[src/rtl/sram_arb_pkg.sv]
// sram_arb_pkg: shared widths, wait-counter width and FSM state type for the SRAM arbiter
package sram_arb_pkg;
  localparam int ADDR_W = 18;
  localparam int DATA_W = 16;
  localparam int CNT_W  = 4;
  typedef enum logic [1:0] {IDLE, SETUP, ACCESS, HOLD} state_e;
endpackage

[src/rtl/sram_arb_grant.sv]
// sram_arb_grant: 2-way grant select; round-robin pointer when SRAM_ARB_RR_EN is defined, else port 0 wins
module sram_arb_grant (
`ifdef SRAM_ARB_RR_EN
  input  logic clk,
  input  logic rst,
  input  logic en_i,
`endif
  input  logic req0_i,
  input  logic req1_i,
  output logic gnt_o
);
`ifdef SRAM_ARB_RR_EN
  logic ptr_q;
  // contention goes to the pointer port; a lone requester always wins
  always_comb gnt_o = (req0_i && req1_i) ? ptr_q : req1_i;
  // after every grant the other port gets priority next time
  always_ff @(posedge clk)
    if (rst) ptr_q <= 1'b0;
    else if (en_i) ptr_q <= !gnt_o;
`else
  // port 1 only when port 0 is not asking
  always_comb gnt_o = req1_i && !req0_i;
`endif
endmodule

[src/rtl/sram_arbiter_2port.sv]
// sram_arbiter_2port: two-client arbiter and strobe sequencer for a 16x256K async SRAM (SRAM_ARB_RR_EN: round-robin)
module sram_arbiter_2port
  import sram_arb_pkg::*;
#(
  parameter int WAIT_CYCLES = 1
) (
  input  logic              iCLK,
  input  logic              iRST,
  input  logic              iREQ0,
  input  logic              iREQ1,
  input  logic              iWR0,
  input  logic              iWR1,
  input  logic [ADDR_W-1:0] iADDR0,
  input  logic [ADDR_W-1:0] iADDR1,
  input  logic [DATA_W-1:0] iDATA0,
  input  logic [DATA_W-1:0] iDATA1,
  input  logic [1:0]        iBE0_N,
  input  logic [1:0]        iBE1_N,
  output logic [DATA_W-1:0] oDATA0,
  output logic [DATA_W-1:0] oDATA1,
  output logic              oACK0,
  output logic              oACK1,
  output logic [ADDR_W-1:0] oSRAM_ADDR,
  output logic [DATA_W-1:0] oSRAM_WDATA,
  input  logic [DATA_W-1:0] iSRAM_RDATA,
  output logic              oSRAM_CE_N,
  output logic              oSRAM_OE_N,
  output logic              oSRAM_WE_N,
  output logic [1:0]        oSRAM_BE_N
);
  state_e            state_q, state_d;
  logic [CNT_W-1:0]  cnt_q, cnt_d;
  logic              sel_q, sel_d, wr_q, wr_d, gnt, grant_go, last_rd;
  logic [ADDR_W-1:0] addr_q, addr_d;
  logic [DATA_W-1:0] wdata_q, wdata_d, rdata0_q, rdata0_d, rdata1_q, rdata1_d;
  logic [1:0]        be_q, be_d, sbe_n_q, sbe_n_d;
  logic              ce_n_q, ce_n_d, oe_n_q, oe_n_d, we_n_q, we_n_d;
  logic              ack0_q, ack0_d, ack1_q, ack1_d;

  assign grant_go = (state_q == IDLE) && (iREQ0 || iREQ1);

  sram_arb_grant u_grant (
`ifdef SRAM_ARB_RR_EN
    .clk    (iCLK),
    .rst    (iRST),
    .en_i   (grant_go),
`endif
    .req0_i (iREQ0),
    .req1_i (iREQ1),
    .gnt_o  (gnt)
  );

  // state, wait counter, latched request and registered SRAM/host outputs
  always_ff @(posedge iCLK)
    if (iRST) begin
      state_q  <= IDLE;
      cnt_q    <= '0;
      sel_q    <= 1'b0;
      wr_q     <= 1'b0;
      addr_q   <= '0;
      wdata_q  <= '0;
      be_q     <= 2'b11;
      sbe_n_q  <= 2'b11;
      ce_n_q   <= 1'b1;
      oe_n_q   <= 1'b1;
      we_n_q   <= 1'b1;
      ack0_q   <= 1'b0;
      ack1_q   <= 1'b0;
      rdata0_q <= '0;
      rdata1_q <= '0;
    end else begin
      state_q  <= state_d;
      cnt_q    <= cnt_d;
      sel_q    <= sel_d;
      wr_q     <= wr_d;
      addr_q   <= addr_d;
      wdata_q  <= wdata_d;
      be_q     <= be_d;
      sbe_n_q  <= sbe_n_d;
      ce_n_q   <= ce_n_d;
      oe_n_q   <= oe_n_d;
      we_n_q   <= we_n_d;
      ack0_q   <= ack0_d;
      ack1_q   <= ack1_d;
      rdata0_q <= rdata0_d;
      rdata1_q <= rdata1_d;
    end

  // next state, wait countdown, and request capture at grant
  always_comb begin
    state_d = state_q == IDLE   ? (grant_go ? SETUP : IDLE) :
              state_q == SETUP  ? ACCESS :
              state_q == ACCESS ? (cnt_q == '0 ? HOLD : ACCESS) : IDLE;
    cnt_d   = state_q == SETUP  ? CNT_W'(WAIT_CYCLES) :
              state_q == ACCESS ? cnt_q - CNT_W'(1) : cnt_q;
    sel_d   = grant_go ? gnt : sel_q;
    wr_d    = grant_go ? (gnt ? iWR1 : iWR0) : wr_q;
    addr_d  = grant_go ? (gnt ? iADDR1 : iADDR0) : addr_q;
    wdata_d = grant_go ? (gnt ? iDATA1 : iDATA0) : wdata_q;
    be_d    = grant_go ? (gnt ? iBE1_N : iBE0_N) : be_q;
  end

  // outputs are registered from the state being entered so every pin is a flop
  always_comb begin
    last_rd  = state_q == ACCESS && cnt_q == '0 && !wr_q;
    ce_n_d   = state_d == IDLE;
    oe_n_d   = !(!wr_d && (state_d == SETUP || state_d == ACCESS));
    we_n_d   = !(wr_d && state_d == ACCESS);
    sbe_n_d  = state_d == IDLE ? 2'b11 : be_d;
    ack0_d   = state_d == HOLD && !sel_d;
    ack1_d   = state_d == HOLD && sel_d;
    rdata0_d = last_rd && !sel_q ? iSRAM_RDATA : rdata0_q;
    rdata1_d = last_rd && sel_q ? iSRAM_RDATA : rdata1_q;
  end

  assign oDATA0      = rdata0_q;
  assign oDATA1      = rdata1_q;
  assign oACK0       = ack0_q;
  assign oACK1       = ack1_q;
  assign oSRAM_ADDR  = addr_q;
  assign oSRAM_WDATA = wdata_q;
  assign oSRAM_CE_N  = ce_n_q;
  assign oSRAM_OE_N  = oe_n_q;
  assign oSRAM_WE_N  = we_n_q;
  assign oSRAM_BE_N  = sbe_n_q;
endmodule

[config.mk]
export PLATFORM = sky130hd
export DESIGN_NAME = sram_arbiter_2port
export DESIGN_NICKNAME = d
export VERILOG_FILES = /design/src/rtl/sram_arb_pkg.sv /design/src/rtl/sram_arb_grant.sv /design/src/rtl/sram_arbiter_2port.sv
export SDC_FILE = /design/constraint.sdc
export NUM_CORES = 1
export LEC_CHECK = 0
export ABC_AREA = 1
export BUFFER_PORTS_ARGS = -buffer_cell sky130_fd_sc_hd__clkbuf_2
export CAP_MARGIN = 20
export CORE_MARGIN = 4
export CORE_UTILIZATION = 47
export CTS_BUF_LIST = sky130_fd_sc_hd__clkbuf_8
export CTS_CLUSTER_SIZE = 24
export DETAILED_ROUTE_END_ITERATION = 10
export PLACE_DENSITY = 0.8
export SYNTH_ARGS = -nofsm -noshare
export SYNTH_HDL_FRONTEND = slang
export SYNTH_HIERARCHICAL = 1
export SYNTH_SLANG_ARGS = --single-unit
[constraint.sdc]
create_clock -name iCLK -period 2.6 [get_ports iCLK]
set_input_delay 0.13 -clock iCLK [delete_from_list [all_inputs] [get_ports iCLK]]
set_output_delay 0.13 -clock iCLK [all_outputs]
set_load 0.02 [all_outputs]
==> impl_metrics.tcl <==
set metrics [dict create \
    status "finished, final reports clean" \
    synth_xor_area_share_pct 0 \
    cp-end-kind "flip-flop" \
    worstHoldPathType "in2reg" \
    use_met1_pct 22.9 \
    core_region_area_sq_um 7410 \
    clkTransAtPathRegs_ps 80 \
    peakVddDrop_v 0.000312 \
    gr-usage-met3_pct 6.57 \
    overflow 0 \
    drive_above_1_share_pct 27.8 \
    worst_slack_ps 712 \
    cts_tree "done" \
    synth-async-reset-ratio_pct 0 \
    slew_headroom_pct 47.9 \
    hpwl_microns 7100 \
    port-buffer-count 166 \
    hold_buffers 0 \
    area_growth_pct 28.2 \
    synth_compound_area_share_pct 6.45 \
    required_ps 2810 \
    stdcell_count 803 \
    num_rows 31 \
    cts_resized 0 \
    synth_flop_cell "dfxtp_1" \
    hold_violations 0 \
    arrival_ps 2090 \
    synth_mux_area_share_pct 0 \
    yosys_warnings 6 \
    grt.busiest_layer "met2" \
    synthAdderAreaFrac_pct 2.73 \
    ys_ff_latch 83 \
    ant_nets 0 \
    dp_slack_ps 740 \
    drv_cap 0 \
    grt_pass1_vias 3354 \
    holdWs_ps 29.4 \
    netlist_top_cells_area "dfxtp_1 45%, nand2_1 18%, nor2_1 15%" \
    maxSlewViolCount 0 \
    synth_edf_count 0 \
    cts_root_buffer "clkbuf_8" \
    antennaDiodeCount 0 \
    synth-simple-area-share_pct 36.5 \
    grt_pass1_wl_microns 14400 \
    clk_latency_ps 340 \
    syn_nets 650 \
    p_per_area_nw_per_um2 756 \
    routed_wl_microns 9340 \
    stdcell_area_sq_um 4700 \
    cp-start-kind "flip-flop" \
    critical_path_class "reg2reg" \
    grt_usage_pct 19.8 \
    period_share_pct 72.6 \
    synth.yosys.seq_area_share_pct 45.3 \
    post_cts_buffers 0 \
    finalSetupTns_ps 0 \
    global_route.usage.met2_pct 32.9 \
    viasPerCell 4.64 \
    synth_top_family_by_area "simple AND/OR/NAND/NOR gates" \
    clock-sinks 83 \
    dr.pass1.iters 4 \
    start_util_pct 49.5 \
    grt_max_degree 43 \
    worst_pin_slew_ps 782 \
    yosysTopAreaCell "dfxtp_1" \
    antenna_found_initial 0 \
    avgRoutedWirePerCell_microns 11.6 \
    cts_buffer_depth 2 \
    drt-initial-drc-count 69 \
    syn_inst 548 \
    grt_setup_unrepaired "no" \
    max_freq_mhz 530 \
    num_vias 3725 \
    dieArea_sq_um 9280 \
    cp_max_fo 36 \
    ioPinCount 167 \
    fp.dieW_microns 96.3 \
    ys_types 27 \
    synth_top_area_share_pct 45.3 \
    place_inst 788 \
    drcViolationCount 0 \
    finClkSkew_ps 10.4 \
    cts_made_buffers 9 \
    setup_viol 0 \
    gp_congestion 0.805 \
    leakagePower_uw 0.00266 \
    synthesis.area_sq_um 3670 \
    syn_avg_cell_area_sq_um 6.69 \
    placed_cell_area_sq_um 4490 \
    htreeDepth 3 \
    final_nets 802 \
    min_period_ps 1890 \
    chipHeight_microns 96.3 \
]
[layout make-up]
class | count | area, sq um
fillers | 725 | 2710
repair buffers | 169 | 853
inverters | 46 | 173
flip-flops and latches | 83 | 1660
multi-input cells | 391 | 1670
clock buffers | 10 | 138
clock inverters | 5 | 78.8
well taps | 99 | 124
[state kept, by name, summed over array words and instances (netlist names), 2 cells and up]
name	count
be_q	2
cnt_q	4
oDATA0	16
oDATA1	16
oSRAM_ADDR	18
oSRAM_BE_N	2
oSRAM_WDATA	16
state_q	2
[power by group]
group          internal, uW  total (uW)  switching [uW]  leakage [uW]
Clock                   558         992             434      0.000106
Sequential             1450        1550            99.2      0.000682
Combinational           339        1010             670       0.00188
[layer usage]
layer	vias up	wire length [microns]
li1	1952	-
met1	1616	3980
met2	143	4240
met3	14	936
met4	0	175
met5	-	0
[path summary, 6_finish.rpt]
| check | from | depth (start not counted) | slack (ps) | to |
|---|---|---|---|---|
| max reg2reg | state_q[0]$_SDFF_PP0_ | 6 | 710 | be_q[1]$_SDFF_PP1_ |
| max | state_q[0]$_SDFF_PP0_ | 6 | 710 | be_q[1]$_SDFF_PP1_ |
| min | iSRAM_RDATA[13] | 3 | 30 | oDATA1[13]$_SDFFE_PP0P_ |
| min reg2reg | be_q[1]$_SDFF_PP1_ | 2 | 470 | oSRAM_BE_N[1]$_SDFF_PP1_ |
[cells by family after synthesis]
family | Yosys count
DFF | 83
and+or+nand+nor | 339
adders and majority gates | 8
buffers and inverters | 74
AOI/OAI and AO/OA | 44
[cells in the mapped netlist, types with 2 or more instances]
master and number:
a21oi_1 2, buf_2 14, buf_4 2, buf_6 4, clkbuf_1 7, dfxtp_1 83, ha_1 8, inv_1 42
inv_2 3, nand2_1 179, nand3_1 7, nand4_4 2, nor2_1 144, o211ai_1 2, o21ai_0 35, o21ai_2 2
or2_2 2
[layout by cell type (no fill, tap or decap), types with 2 or more instances in the layout]
cell	n
clkbuf_2	166
inv_2	4
clkbuf_8	10
clkinvlp_4	2
nand2_1	179
o211ai_1	2
or2_2	2
o21ai_0	35
nor2_1	144
bufinv_16	2
inv_1	43
ha_1	8
nand4_4	2
a21oi_1	2
o21ai_2	2
dfxtp_1	83
buf_4	3
nand3_1	7
[worst max-delay path, stage by stage (launching register included)]
cell and delay (ps):
dfxtp_1 330, inv_1 70, ha_1 220, o21ai_2 310, inv_2 460, o211ai_1 240
nand3_1 110
[stage by stage]
stage                     util (%)  total power, uW
after floorplan                  -             2260
after global placement        60.5             2560
after detailed placement      60.5             2590
after CTS                     63.5             3590
after global routing          63.5             3770
final                         63.5             3550
Note: power is estimated with default switching activity, not from simulation.
